`src/rtl/line_burst_pkg.sv`:
```
// ---------------------------------------------------------------------------
// line_burst_pkg
// Shared types and constants for the cache-line to 4-beat burst adapter.
//   adapter_state_t : transaction sequencing states
//   LINE_W/BEAT_W   : line and memory-beat widths (BEATS*BEAT_W == LINE_W)
//   OFFSET_BITS     : byte-offset bits cleared from the line address
//   line_align()    : clears the byte offset of a line address
// ---------------------------------------------------------------------------
package line_burst_pkg;

    localparam int LINE_W      = 256;
    localparam int BEAT_W      = 64;
    localparam int BEATS       = 4;
    localparam int OFFSET_BITS = 5;
    localparam int ADDR_W      = 32;
    localparam int CNT_W       = $clog2(BEATS);

    // BEATS is a power of two, so the last beat index is the all-ones count.
    localparam logic [CNT_W-1:0] CNT_LAST = {CNT_W{1'b1}};
    localparam logic [CNT_W-1:0] CNT_ONE  = {{(CNT_W-1){1'b0}}, 1'b1};
    localparam logic [CNT_W-1:0] CNT_ZERO = {CNT_W{1'b0}};

    localparam logic [ADDR_W-1:0] OFFSET_MASK =
        {{(ADDR_W-OFFSET_BITS){1'b0}}, {OFFSET_BITS{1'b1}}};

    typedef enum logic [2:0] {
        IDLE     = 3'd0,
        RD_REQ   = 3'd1,
        RD_WAIT  = 3'd2,
        WR_BURST = 3'd3,
        DONE     = 3'd4
    } adapter_state_t;

    function automatic logic [ADDR_W-1:0] line_align(input logic [ADDR_W-1:0] addr);
        line_align = addr & ~OFFSET_MASK;
    endfunction

endpackage

```
`src/rtl/line_burst_adapter.sv`:
```
// ---------------------------------------------------------------------------
// line_burst_adapter
// Turns one 256-bit cache-line request into a 4-beat 64-bit memory burst.
// Reads issue one command then collect four return beats; writes stream four
// beats under bmem_ready. Completion is a one-cycle line_resp pulse.
//
// Ports
//   clk, rst        : clock, synchronous active-high reset
//   line_addr       : line address (offset bits dropped)
//   line_read/write : level requests, held until line_resp (write wins)
//   line_wdata      : write line, beat i = bits [64i+63:64i]
//   line_rdata      : assembled read line, non-zero only with line_resp
//   line_resp       : one-cycle completion pulse
//   bmem_addr       : line-aligned address, held for the transaction
//   bmem_read       : read command, held until bmem_ready
//   bmem_write      : write beat valid
//   bmem_wdata      : current write beat
//   bmem_ready      : memory accepts command / beat
//   bmem_raddr      : line address tagging a returning read beat
//   bmem_rdata      : returning read beat
//   bmem_rvalid     : read beat valid
//   addr_err        : sticky return-address mismatch flag
//
// Build option
//   LINE_BURST_ADAPTER_RADDR_CHECK_EN : when defined, read beats whose
//   bmem_raddr differs from the latched line address are dropped and set
//   addr_err. When undefined, bmem_raddr is ignored and addr_err is 0.
// ---------------------------------------------------------------------------
module line_burst_adapter
    import line_burst_pkg::*;
(
    input  logic [0:0]        clk,
    input  logic [0:0]        rst,
    input  logic [ADDR_W-1:0] line_addr,
    input  logic [0:0]        line_read,
    input  logic [0:0]        line_write,
    input  logic [LINE_W-1:0] line_wdata,
    output logic [LINE_W-1:0] line_rdata,
    output logic [0:0]        line_resp,
    output logic [ADDR_W-1:0] bmem_addr,
    output logic [0:0]        bmem_read,
    output logic [0:0]        bmem_write,
    output logic [BEAT_W-1:0] bmem_wdata,
    input  logic [0:0]        bmem_ready,
    input  logic [ADDR_W-1:0] bmem_raddr,
    input  logic [BEAT_W-1:0] bmem_rdata,
    input  logic [0:0]        bmem_rvalid,
    output logic [0:0]        addr_err
);

`ifdef LINE_BURST_ADAPTER_RADDR_CHECK_EN
    localparam logic RADDR_CHECK_EN = 1'b1;
`else
    localparam logic RADDR_CHECK_EN = 1'b0;
`endif

    adapter_state_t    state_r,       state_nxt_s;
    logic [CNT_W-1:0]  beat_cnt_r,    beat_cnt_nxt_s;
    logic [ADDR_W-1:0] addr_r,        addr_nxt_s;
    logic [LINE_W-1:0] wdata_buf_r,   wdata_buf_nxt_s;
    logic [LINE_W-1:0] beat_buf_r,    beat_buf_nxt_s;
    logic              is_write_r,    is_write_nxt_s;
    logic              addr_err_r,    addr_err_nxt_s;
    logic              line_resp_r,   line_resp_nxt_s;
    logic              bmem_read_r,   bmem_read_nxt_s;
    logic              bmem_write_r,  bmem_write_nxt_s;
    logic [BEAT_W-1:0] bmem_wdata_r,  bmem_wdata_nxt_s;
    logic              addr_match_s;

    // With the check disabled every beat counts as matching.
    assign addr_match_s = RADDR_CHECK_EN ? (bmem_raddr == addr_r) : 1'b1;

    // Next-state, datapath and registered-output decode.
    always_comb begin
        state_nxt_s     = state_r;
        beat_cnt_nxt_s  = beat_cnt_r;
        addr_nxt_s      = addr_r;
        wdata_buf_nxt_s = wdata_buf_r;
        beat_buf_nxt_s  = beat_buf_r;
        is_write_nxt_s  = is_write_r;
        addr_err_nxt_s  = addr_err_r;

        case (state_r)
            IDLE: begin
                if (line_write) begin
                    state_nxt_s     = WR_BURST;
                    is_write_nxt_s  = 1'b1;
                    addr_nxt_s      = line_align(line_addr);
                    wdata_buf_nxt_s = line_wdata;
                    beat_cnt_nxt_s  = CNT_ZERO;
                end else if (line_read) begin
                    state_nxt_s    = RD_REQ;
                    is_write_nxt_s = 1'b0;
                    addr_nxt_s     = line_align(line_addr);
                    beat_cnt_nxt_s = CNT_ZERO;
                end else begin
                    state_nxt_s = IDLE;
                end
            end
            RD_REQ: begin
                if (bmem_ready) begin
                    state_nxt_s    = RD_WAIT;
                    beat_cnt_nxt_s = CNT_ZERO;
                end else begin
                    state_nxt_s = RD_REQ;
                end
            end
            RD_WAIT: begin
                if (bmem_rvalid && addr_match_s) begin
                    beat_buf_nxt_s[beat_cnt_r*BEAT_W +: BEAT_W] = bmem_rdata;
                    beat_cnt_nxt_s = beat_cnt_r + CNT_ONE;
                    if (beat_cnt_r == CNT_LAST) begin
                        state_nxt_s = DONE;
                    end else begin
                        state_nxt_s = RD_WAIT;
                    end
                end else if (bmem_rvalid) begin
                    // Only reachable with the address check enabled.
                    addr_err_nxt_s = 1'b1;
                end else begin
                    state_nxt_s = RD_WAIT;
                end
            end
            WR_BURST: begin
                if (bmem_ready) begin
                    beat_cnt_nxt_s = beat_cnt_r + CNT_ONE;
                    if (beat_cnt_r == CNT_LAST) begin
                        state_nxt_s = DONE;
                    end else begin
                        state_nxt_s = WR_BURST;
                    end
                end else begin
                    state_nxt_s = WR_BURST;
                end
            end
            DONE: begin
                state_nxt_s = IDLE;
            end
            default: begin
                state_nxt_s = IDLE;
            end
        endcase

        // Outputs are decoded from the next state so they leave a flop.
        line_resp_nxt_s  = (state_nxt_s == DONE);
        bmem_read_nxt_s  = (state_nxt_s == RD_REQ);
        bmem_write_nxt_s = (state_nxt_s == WR_BURST);
        bmem_wdata_nxt_s = (state_nxt_s == WR_BURST)
                         ? wdata_buf_nxt_s[beat_cnt_nxt_s*BEAT_W +: BEAT_W]
                         : {BEAT_W{1'b0}};
    end

    // State, datapath and output registers.
    always_ff @(posedge clk) begin
        if (rst) begin
            state_r      <= IDLE;
            beat_cnt_r   <= CNT_ZERO;
            addr_r       <= {ADDR_W{1'b0}};
            wdata_buf_r  <= {LINE_W{1'b0}};
            beat_buf_r   <= {LINE_W{1'b0}};
            is_write_r   <= 1'b0;
            addr_err_r   <= 1'b0;
            line_resp_r  <= 1'b0;
            bmem_read_r  <= 1'b0;
            bmem_write_r <= 1'b0;
            bmem_wdata_r <= {BEAT_W{1'b0}};
        end else begin
            state_r      <= state_nxt_s;
            beat_cnt_r   <= beat_cnt_nxt_s;
            addr_r       <= addr_nxt_s;
            wdata_buf_r  <= wdata_buf_nxt_s;
            beat_buf_r   <= beat_buf_nxt_s;
            is_write_r   <= is_write_nxt_s;
            addr_err_r   <= addr_err_nxt_s;
            line_resp_r  <= line_resp_nxt_s;
            bmem_read_r  <= bmem_read_nxt_s;
            bmem_write_r <= bmem_write_nxt_s;
            bmem_wdata_r <= bmem_wdata_nxt_s;
        end
    end

    assign line_resp  = line_resp_r;
    assign line_rdata = (line_resp_r && !is_write_r) ? beat_buf_r : {LINE_W{1'b0}};
    assign bmem_addr  = addr_r;
    assign bmem_read  = bmem_read_r;
    assign bmem_write = bmem_write_r;
    assign bmem_wdata = bmem_wdata_r;
    assign addr_err   = RADDR_CHECK_EN ? addr_err_r : 1'b0;

endmodule
```
`config.mk`:
```
export PLATFORM = sky130hd
export DESIGN_NAME = line_burst_adapter
export DESIGN_NICKNAME = d
export VERILOG_FILES = /design/src/rtl/line_burst_pkg.sv /design/src/rtl/line_burst_adapter.sv
export SDC_FILE = /design/constraint.sdc
export NUM_CORES = 1
export LEC_CHECK = 0
export BUFFER_PORTS_ARGS = -buffer_cell sky130_fd_sc_hd__buf_2
export CORE_AREA = 2 2 288 290
export DETAILED_ROUTE_END_ITERATION = 8
export DIE_AREA = 0 0 290 292
export GPL_TIMING_DRIVEN = 0
export HOLD_SLACK_MARGIN = 0.05
export PLACE_DENSITY_LB_ADDON = 0.3
export SYNTH_ARGS = -nofsm -noshare
export SYNTH_HDL_FRONTEND = slang
export SYNTH_SLANG_ARGS = --single-unit
```
`constraint.sdc`:
```
create_clock -name clk -period 3.5 [get_ports clk]
set_clock_uncertainty 0.2 [all_clocks]
set_input_delay 0.35 -clock clk [delete_from_list [all_inputs] [get_ports clk]]
set_output_delay 0.35 -clock clk [all_outputs]
set_load 0.02 [all_outputs]
```
==> flow_summary.html, run 1 <==
<table>
<tr><th>Metric</th><th>Value</th></tr>
<tr><th colspan="2">STA</th></tr>
<tr><td>Worst slew margin relative to its limit</td><td>0.07566</td></tr>
<tr><td>Post-route minimum period</td><td>3531 ps</td></tr>
<tr><td>Final clock period utilization by the worst path</td><td>1.009</td></tr>
<tr><td>Final setup violation count</td><td>1</td></tr>
<tr><td>Number of slew-limit violations in the final report</td><td>0</td></tr>
<tr><td>Minimum setup slack in the final design</td><td>-31.29 ps</td></tr>
<tr><td>Transition time at the pin with the least slew margin</td><td>1387 ps</td></tr>
<tr><td>Achievable frequency</td><td>0.2832 GHz</td></tr>
<tr><td>Setup repair after global routing missed its margin</td><td>no</td></tr>
<tr><td>Final Hold Violating Endpoints</td><td>0</td></tr>
<tr><th colspan="2">Placed design</th></tr>
<tr><td>Post-DP HPWL</td><td>78120 um</td></tr>
<tr><td>Global placement routability congestion</td><td>0.8997</td></tr>
<tr><td>DP Worst Slack</td><td>-238.5 ps</td></tr>
<tr><td>Port Buffers</td><td>701</td></tr>
<tr><th colspan="2">Floorplan</th></tr>
<tr><td>Standard cell core area</td><td>0.08158 mm^2</td></tr>
<tr><td>Horiz. Die Dim</td><td>290 um</td></tr>
<tr><td>Boundary Pins</td><td>746</td></tr>
<tr><td>Total Die Area</td><td>0.08468 mm^2</td></tr>
<tr><td>Vertical die dimension</td><td>292 um</td></tr>
<tr><td>Placement row count</td><td>105</td></tr>
<tr><td>Starting utilization of the core area</td><td>0.3086</td></tr>
<tr><th colspan="2">Status</th></tr>
<tr><td>Status</td><td>finished with violations</td></tr>
<tr><td>Failing checks</td><td>setup timing</td></tr>
<tr><th colspan="2">Routing</th></tr>
<tr><td>Total length of routed wires</td><td>105800 um</td></tr>
<tr><td>Violation count after the first detailed-route iteration</td><td>1540</td></tr>
<tr><td>Number of DRC violations after detailed routing</td><td>0</td></tr>
<tr><td>Detailed-routing iteration count for the pre-antenna-repair pass</td><td>6</td></tr>
<tr><td>DR vias</td><td>25.22k</td></tr>
<tr><td>Count of nets left with antenna violations after detail routing</td><td>0</td></tr>
<tr><td>Vias per std cell</td><td>4.894</td></tr>
<tr><td>Routed WL per cell</td><td>20.52 um</td></tr>
<tr><th colspan="2">Critical path</th></tr>
<tr><td>Worst R2R Start</td><td>state_r[1]$_SDFF_PP0_</td></tr>
<tr><td>Data required, critical path</td><td>3770 ps</td></tr>
<tr><td>Critical path arrival</td><td>3800 ps</td></tr>
<tr><td>Slowest CP cell</td><td>sky130_fd_sc_hd__nor4b_1</td></tr>
<tr><td>Worst R2R Path Depth</td><td>9</td></tr>
<tr><td>CP peak stage delay</td><td>630 ps</td></tr>
<tr><td>Startpoint types</td><td>register</td></tr>
<tr><td>Ordered cell list for the critical path</td><td>buf_2 &gt; nor4b_1 &gt; buf_2 &gt; buf_4 &gt; buf_2 &gt; mux2i_1 &gt; nor2b_1 &gt; a221o_1 &gt; a21oi_1</td></tr>
<tr><td>End of the worst register-to-register path</td><td>bmem_wdata[37]$_SDFF_PP0_</td></tr>
<tr><td>Type of the worst setup path</td><td>register to register</td></tr>
<tr><td>Critical Path Sink Type</td><td>register</td></tr>
<tr><td>Worst-case register-to-register setup slack</td><td>-30 ps</td></tr>
<tr><td>Crit path top cell by count</td><td>sky130_fd_sc_hd__buf_2</td></tr>
<tr><td>Highest net fanout along the worst path</td><td>10</td></tr>
<tr><th colspan="2">CTS</th></tr>
<tr><td>H-tree depth</td><td>3</td></tr>
<tr><td>CTS Root Cell</td><td>sky130_fd_sc_hd__clkbuf_16</td></tr>
<tr><td>Clock latency at the later pin of the worst-skew pair</td><td>630 ps</td></tr>
<tr><td>Maximum root-to-sink buffer count</td><td>3</td></tr>
<tr><td>Number of buffers inserted during clock tree synthesis</td><td>70</td></tr>
<tr><td>TritonCTS clock tree</td><td>built</td></tr>
<tr><td>Number of buffers inserted to repair setup after CTS</td><td>0</td></tr>
<tr><td>Number of sinks handled by clock tree synthesis</td><td>612</td></tr>
<tr><td>Clock Pin Slew Worst Setup and Hold Paths</td><td>60 ps</td></tr>
<tr><th colspan="2">Logic synthesis</th></tr>
<tr><td>Dominant combinational cell family by area after synthesis</td><td>simple AND/OR/NAND/NOR gates</td></tr>
<tr><td>Multiplexer share of the synthesized area</td><td>0.1031</td></tr>
<tr><td>Sequential element share of the synthesized area</td><td>0.4866</td></tr>
<tr><td>Mapped Cells</td><td>2886</td></tr>
<tr><td>Synthesized area per cell</td><td>8.724 um^2</td></tr>
<tr><td>Yosys synthesis warning count</td><td>0</td></tr>
<tr><td>Async set-reset flop share out of synthesis</td><td>0</td></tr>
<tr><td>Post-synthesis share of cell area spent on full adders, half adders and majority gates</td><td>0.002982</td></tr>
<tr><td>Distinct cell type count after synthesis</td><td>35</td></tr>
<tr><td>Dominant synthesized flop cell</td><td>sky130_fd_sc_hd__dfxtp_1</td></tr>
<tr><td>Share of the synthesized netlist area taken by xor and xnor gates</td><td>0</td></tr>
<tr><td>Compound-Gate Fraction of Synth Area</td><td>0.1232</td></tr>
<tr><td>Simple-gate share of the synthesized area</td><td>0.2386</td></tr>
<tr><td>Register bit total from synthesis</td><td>612</td></tr>
<tr><td>Cell area after synthesis</td><td>0.02518 mm^2</td></tr>
<tr><td>Number of flops mapped to enable cells by yosys</td><td>0</td></tr>
<tr><th colspan="2">Global route</th></tr>
<tr><td>Overall global routing resource usage</td><td>0.2388</td></tr>
<tr><td>Total grt overflow</td><td>0</td></tr>
<tr><td>Maximum number of pins on one net before global-route repair</td><td>14</td></tr>
<tr><td>Via count of the first global-routing pass</td><td>25.33k</td></tr>
<tr><td>Antenna violations before repair</td><td>13</td></tr>
<tr><td>Wire length of the first global-routing pass</td><td>154800 um</td></tr>
<tr><th colspan="2">Hold path</th></tr>
<tr><td>Cell depth of the worst hold path</td><td>4</td></tr>
<tr><td>Endpoint, Worst Hold</td><td>bmem_read$_SDFF_PP0_</td></tr>
<tr><td>Hold crit path type</td><td>input port to register</td></tr>
<tr><td>Hold Path Origin</td><td>line_read</td></tr>
<tr><th colspan="2">Pwr</th></tr>
<tr><td>Static Leakage</td><td>14.98 nW</td></tr>
<tr><td>Power per cell area</td><td>488.4 mW/mm^2</td></tr>
<tr><td>Worst vdd rail ir drop</td><td>0.3834 mV</td></tr>
<tr><td>Total power draw</td><td>17.59 mW</td></tr>
<tr><th colspan="2">Final layout</th></tr>
<tr><td>Share of post-route cells with drive strength above 1</td><td>0.2145</td></tr>
<tr><td>Synthesis-to-layout area growth</td><td>43.05%</td></tr>
<tr><td>Most frequent cells in the layout</td><td>sky130_fd_sc_hd__buf_2 (740), sky130_fd_sc_hd__dfxtp_1 (612), sky130_fd_sc_hd__dlygate4sd3_1 (351)</td></tr>
<tr><td>Sequential cell area</td><td>0.01225 mm^2</td></tr>
<tr><td>Most frequent standard cell in the layout excluding fill and tap cells</td><td>sky130_fd_sc_hd__buf_2</td></tr>
<tr><td>Multi-input gate area</td><td>0.01181 mm^2</td></tr>
<tr><td>Final nets</td><td>4412</td></tr>
<tr><td>Filler Cell Count</td><td>8170</td></tr>
<tr><th colspan="2">Run</th></tr>
<tr><td>Max cap viols</td><td>0</td></tr>
</table>
[critical path, delay by kind of cell, from the launching register on]
| kind | cells | cell delay, ps |
|---|---|---|
| flops | 1 | 290 |
| simple gates | 2 | 780 |
| compound gates | 2 | 770 |
| mux | 1 | 160 |
| buf+inv | 4 | 1150 |
[per-stage QoR]
stage,hold slack [ps],std cells,area [um^2],utilization,setup TNS [ps]
after floorplan,227.3,2891,25200,-,0
after global placement,233.8,4662,30040,0.3682,-53430
after detailed placement,238.5,4663,30070,0.3685,-9023
after CTS,100.9,5139,35980,0.4410,0
after global routing,184.5,5149,36000,0.4413,0
final,132.7,5153,36010,0.4414,-31.29
[cell families (layout without fill, tap and decap cells)]
logic type               after synthesis  after routing
adder cells (fa/ha/maj)                6              6
multiplexers                         259            259
other                                  1             20
AO/OA/AOI/OAI                        487            487
flip-flops                           612            612
AND/OR/NAND/NOR                     1240           1240
buffers and inverters                281           1459
[repair_timing]
item / in CTS / in global routing
hold endpoints to repair: 565 / 0
hold buffers: 351 / 0
setup endpoints to repair: 78 / 0
gates resized for setup: 6 / 0
[final cells by class]
type,count,area share
flip-flops and latches,612,0.3402
well taps,1070,0.03717
clock inverters,26,0.01018
inverters,6,0.0006253
multi-input cells,1998,0.3280
diodes,14,0.0009728
plain buffers,275,0.03141
clock buffers,99,0.05611
repair buffers,1053,0.1954
[per-layer routing]
layer / global-route usage / vias up / part of all wire
met1: 0.2661 / 11910 / 0.39
met3: 0.06044 / 217 / 0.075
met2: 0.4295 / 1021 / 0.50
met5: 0 / - / 0.00012
met4: 0.1030 / 2 / 0.043
li1: - / 12070 / -
[report_power, final]
group,internal [mW],switching [mW]
Sequential,7.28,0.103
Combinational,1.11,1.53
Clock,4.33,3.23
[cell usage after synthesis (8+ instances only)]
| library cell | count | area (um^2) |
|---|---|---|
| sky130_fd_sc_hd__nor2_1 | 262 | 983.4 |
| sky130_fd_sc_hd__mux2i_1 | 257 | 2572 |
| sky130_fd_sc_hd__buf_2 | 39 | 195.2 |
| sky130_fd_sc_hd__buf_4 | 8 | 60.06 |
| sky130_fd_sc_hd__nand3_1 | 256 | 1281 |
| sky130_fd_sc_hd__a21oi_1 | 350 | 1752 |
| sky130_fd_sc_hd__dfxtp_1 | 612 | 12250 |
| sky130_fd_sc_hd__clkbuf_1 | 214 | 803.3 |
| sky130_fd_sc_hd__and2_1 | 261 | 1633 |
| sky130_fd_sc_hd__buf_1 | 13 | 48.80 |
| sky130_fd_sc_hd__nor2b_1 | 130 | 813.3 |
| sky130_fd_sc_hd__a221o_1 | 128 | 1281 |
| sky130_fd_sc_hd__nand2_1 | 315 | 1182 |
[worst max path at each step]
| stage | startpoint | endpoint | slack [ps] | cells after the start |
|---|---|---|---|---|
| floorplan | bmem_ready | bmem_wdata[54]$_SDFF_PP0_ | 1080 | 8 |
| CTS | state_r[1]$_SDFF_PP0_ | bmem_wdata[13]$_SDFF_PP0_ | 50 | 9 |
| detailed placement | bmem_ready | bmem_wdata[37]$_SDFF_PP0_ | -240 | 9 |
| global placement | beat_cnt_r[0]$_SDFF_PP0_ | beat_buf_r[207]$_SDFFE_PP0P_ | -770 | 6 |
| global route | bmem_ready | bmem_wdata[37]$_SDFF_PP0_ | 5 | 10 |
| finish | state_r[1]$_SDFF_PP0_ | bmem_wdata[37]$_SDFF_PP0_ | -30 | 9 |
[flip-flops by register name, summed over array words and instances (netlist names)]
register / cells
beat_buf_r: 256
beat_cnt_r: 2
bmem_addr: 27
bmem_read: 1
bmem_wdata: 64
bmem_write: 1
is_write_r: 1
line_resp: 1
state_r: 3
wdata_buf_r: 256
Note: power is estimated with default switching activity, not from simulation.
==> run 2: changes to the inputs <==
==> constraint.sdc (replaced) <==
create_clock -name clk -period 3.5 [get_ports clk]
set_clock_uncertainty 0.2 [all_clocks]
set_input_delay 0.7 -clock clk [delete_from_list [all_inputs] [get_ports clk]]
set_output_delay 0.7 -clock clk [all_outputs]
set_load 0.02 [all_outputs]
==> flow_summary.html, run 2 (synthesis gave the netlist of run 1 again) <==
<table>
<tr><th>Metric</th><th>Value</th></tr>
<tr><th colspan="2">Status</th></tr>
<tr><td>Status</td><td>complete, no violations</td></tr>
<tr><th colspan="2">Final layout</th></tr>
<tr><td>Most frequent cells in the layout</td><td>sky130_fd_sc_hd__buf_2 (740), sky130_fd_sc_hd__dfxtp_1 (612), sky130_fd_sc_hd__a21oi_1 (350)</td></tr>
<tr><td>Sequential cell area</td><td>0.01225 mm^2 (unchanged)</td></tr>
<tr><td>Most frequent standard cell in the layout excluding fill and tap cells</td><td>sky130_fd_sc_hd__buf_2</td></tr>
<tr><td>Final nets</td><td>4061 (-8.0%)</td></tr>
<tr><td>Multi-input gate area</td><td>0.01181 mm^2 (unchanged)</td></tr>
<tr><td>Final std cell area, no fill</td><td>0.03252 mm^2 (-9.7%)</td></tr>
<tr><td>Synthesis-to-layout area growth</td><td>29.18%</td></tr>
<tr><td>Share of post-route cells with drive strength above 1</td><td>0.2356 (+0.02106)</td></tr>
<tr><td>Final standard cell utilization of the core</td><td>0.3986 (-0.04280)</td></tr>
<tr><td>Filler Cell Count</td><td>8548 (+4.6%)</td></tr>
<tr><th colspan="2">Routing</th></tr>
<tr><td>Vias per std cell</td><td>4.948 (+1.1%)</td></tr>
<tr><td>Detailed-routing iteration count for the pre-antenna-repair pass</td><td>5 (-1)</td></tr>
<tr><td>DR vias</td><td>23.78k (-5.7%)</td></tr>
<tr><td>Count of nets left with antenna violations after detail routing</td><td>0 (unchanged)</td></tr>
<tr><td>Number of DRC violations after detailed routing</td><td>0 (unchanged)</td></tr>
<tr><td>Violation count after the first detailed-route iteration</td><td>1394 (-9.5%)</td></tr>
<tr><td>Total length of routed wires</td><td>102000 um (-3.6%)</td></tr>
<tr><td>Routed WL per cell</td><td>21.22 um (+3.4%)</td></tr>
<tr><th colspan="2">Pwr</th></tr>
<tr><td>Worst vdd rail ir drop</td><td>0.3981 mV (+3.8%)</td></tr>
<tr><td>Static Leakage</td><td>13.53 nW (-9.7%)</td></tr>
<tr><td>Switching power of the nets</td><td>4.759 mW (-2.2%)</td></tr>
<tr><td>Proportion of power drawn by flip-flops and latches</td><td>0.429 (+0.009)</td></tr>
<tr><td>Power per cell area</td><td>529.7 mW/mm^2 (+8.4%)</td></tr>
<tr><td>Switching portion of total power</td><td>0.2763 (-0.0002792)</td></tr>
<tr><td>Logic pwr share</td><td>0.133 (-0.017)</td></tr>
<tr><td>Internal power</td><td>12.47 mW (-2.0%)</td></tr>
<tr><td>Part of the total power dissipated in the clock network</td><td>0.438 (+0.008)</td></tr>
<tr><th colspan="2">Critical path</th></tr>
<tr><td>Type of the worst setup path</td><td>register to register</td></tr>
<tr><td>Critical Path Sink Type</td><td>register</td></tr>
<tr><td>Data required, critical path</td><td>3780 ps (about the same)</td></tr>
<tr><td>Startpoint types</td><td>register</td></tr>
<tr><td>Critical path arrival</td><td>3750 ps (-50 ps)</td></tr>
<tr><td>Highest net fanout along the worst path</td><td>10 (unchanged)</td></tr>
<tr><td>Worst R2R Path Depth</td><td>9 (unchanged)</td></tr>
<tr><th colspan="2">Floorplan</th></tr>
<tr><td>Boundary Pins</td><td>746 (unchanged)</td></tr>
<tr><td>Total Die Area</td><td>0.08468 mm^2 (unchanged)</td></tr>
<tr><td>Placement row count</td><td>105 (unchanged)</td></tr>
<tr><td>Starting utilization of the core area</td><td>0.3086 (unchanged)</td></tr>
<tr><td>Horiz. Die Dim</td><td>290 um (unchanged)</td></tr>
<tr><td>Vertical die dimension</td><td>292 um (unchanged)</td></tr>
<tr><td>Standard cell core area</td><td>0.08158 mm^2 (unchanged)</td></tr>
<tr><th colspan="2">STA</th></tr>
<tr><td>Transition time at the pin with the least slew margin</td><td>1385 ps (-1.618 ps)</td></tr>
<tr><td>Setup TNS Final</td><td>0 ps (+31.29 ps)</td></tr>
<tr><td>Final setup violation count</td><td>0 (-1)</td></tr>
<tr><td>Setup repair after global routing missed its margin</td><td>no</td></tr>
<tr><td>Worst slew margin relative to its limit</td><td>0.07674 (+0.001079)</td></tr>
<tr><td>Number of slew-limit violations in the final report</td><td>0 (unchanged)</td></tr>
<tr><td>Worst hold-check slack</td><td>104.1 ps (-28.65 ps)</td></tr>
<tr><td>Achievable frequency</td><td>0.2880 GHz (+1.7%)</td></tr>
<tr><td>Post-route minimum period</td><td>3472 ps (-59.24 ps)</td></tr>
<tr><td>Final Hold Violating Endpoints</td><td>0 (unchanged)</td></tr>
<tr><td>Final clock period utilization by the worst path</td><td>0.9920 (-0.01692)</td></tr>
<tr><th colspan="2">CTS</th></tr>
<tr><td>Clock Pin Slew Worst Setup and Hold Paths</td><td>60 ps (about the same)</td></tr>
<tr><td>CTS Root Cell</td><td>sky130_fd_sc_hd__clkbuf_16</td></tr>
<tr><td>Post-CTS Hold Buffers</td><td>0 (-100%)</td></tr>
<tr><td>Number of buffers inserted during clock tree synthesis</td><td>70 (unchanged)</td></tr>
<tr><td>Maximum root-to-sink buffer count</td><td>3 (unchanged)</td></tr>
<tr><td>Number of buffers inserted to repair setup after CTS</td><td>0 (unchanged)</td></tr>
<tr><td>Number of sinks handled by clock tree synthesis</td><td>612 (unchanged)</td></tr>
<tr><td>TritonCTS clock tree</td><td>built</td></tr>
<tr><td>Clock latency at the later pin of the worst-skew pair</td><td>630 ps (about the same)</td></tr>
<tr><td>H-tree depth</td><td>3 (unchanged)</td></tr>
<tr><th colspan="2">Global route</th></tr>
<tr><td>Overall global routing resource usage</td><td>0.2301 (-0.008645)</td></tr>
<tr><td>Most Crowded Layer GR</td><td>met2</td></tr>
<tr><td>Antenna violations before repair</td><td>46 (+33)</td></tr>
<tr><td>Met1 usage</td><td>0.2523 (-0.01387)</td></tr>
<tr><td>Maximum number of pins on one net before global-route repair</td><td>14 (unchanged)</td></tr>
<tr><td>Via count of the first global-routing pass</td><td>23.33k (-7.9%)</td></tr>
<tr><td>Met2 routing resource usage after global routing</td><td>0.4102 (-0.01929)</td></tr>
<tr><td>Met3 Usage GRT</td><td>0.07612 (+0.01568)</td></tr>
<tr><td>Total grt overflow</td><td>0 (unchanged)</td></tr>
<tr><td>Wire length of the first global-routing pass</td><td>147500 um (-4.7%)</td></tr>
<tr><th colspan="2">Placed design</th></tr>
<tr><td>Area of placed instances</td><td>0.03007 mm^2 (unchanged)</td></tr>
<tr><td>Post-DP HPWL</td><td>78120 um (unchanged)</td></tr>
<tr><td>Global placement routability congestion</td><td>0.8997 (unchanged)</td></tr>
<tr><td>Port Buffers</td><td>701 (unchanged)</td></tr>
<tr><th colspan="2">Run</th></tr>
<tr><td>Max cap viols</td><td>0 (unchanged)</td></tr>
<tr><th colspan="2">Hold path</th></tr>
<tr><td>Cell depth of the worst hold path</td><td>3 (-1)</td></tr>
<tr><td>Hold crit path type</td><td>input port to register</td></tr>
</table>
## run 2: cell count changes in the layout (fill, tap and decap cells not counted)
cell                              before  now
sky130_fd_sc_hd__dlygate4sd3_1       351    0
sky130_fd_sc_hd__diode_2              14   18
sky130_fd_sc_hd__clkbuf_1            223  220
sky130_fd_sc_hd__buf_4                 8   10
sky130_fd_sc_hd__clkbuf_2              4    5
sky130_fd_sc_hd__clkbuf_8             16   17
sky130_fd_sc_hd__clkdlybuf4s15_2       1    0
## run 2: routing by layer
layer / wire (um) / vias up
met2: 50110 / 870
met5: 357 / -
met1: 38480 / 11240
li1: - / 11380
met3: 8920 / 240
met4: 4106 / 58
## run 2: final timing paths
check	startpoint	end	slack [ps]
worst max-delay path	state_r[1]$_SDFF_PP0_	bmem_wdata[37]$_SDFF_PP0_	30
worst min-delay path	line_addr[18]	bmem_addr[18]$_SDFFE_PP0P_	100
worst max register to register	state_r[1]$_SDFF_PP0_	bmem_wdata[37]$_SDFF_PP0_	30
worst min register to register	beat_buf_r[42]$_SDFFE_PP0P_	beat_buf_r[42]$_SDFFE_PP0P_	240
## run 2: power by group through the flow
stage          Sequential (mW)  Combinational, mW  Clock [mW]
2_1_floorplan             7.60               1.32           0
3_3_place_gp              7.53               2.27           0
3_5_place_dp              7.53               2.28           0
4_1_cts                   7.38               2.30        7.69
5_1_grt                   7.41               2.47        7.99
6_report                  7.38               2.29        7.55
## run 2: what timing repair did
action	in CTS	in global routing
resized for setup	15	1
setup endpoints to repair	249	10
pin swaps	0	0
cloned	0	0
## run 2: critical path: stages, from the launching register on
cell,delay [ps]
sky130_fd_sc_hd__dfxtp_1,290
sky130_fd_sc_hd__buf_2,170
sky130_fd_sc_hd__nor4b_1,630
sky130_fd_sc_hd__buf_2,330
sky130_fd_sc_hd__buf_4,260
sky130_fd_sc_hd__buf_2,380
sky130_fd_sc_hd__mux2i_1,150
sky130_fd_sc_hd__nor2b_1,160
sky130_fd_sc_hd__a221o_1,320
sky130_fd_sc_hd__a21oi_1,420
## run 2: per-stage QoR
stage	power (mW)	worst slack, ps	std cells
finish	17.23	27.94	4806
global route	17.87	0.9828	4797
global placement	9.797	-769.7	4662
floorplan	8.922	734.5	2891
CTS	17.37	4.710	4788
detailed placement	9.817	-588.5	4663
## run 2: cell type report
class                   instances  area share
flip-flops and latches        612      0.3767
multi-input cells            1998      0.3632
repair buffers                702      0.1083
clock buffers                  99     0.06213
well taps                    1070     0.04116
plain buffers                 275     0.03513
clock inverters                26     0.01127
diodes                         18    0.001385
inverters                       6   0.0006925
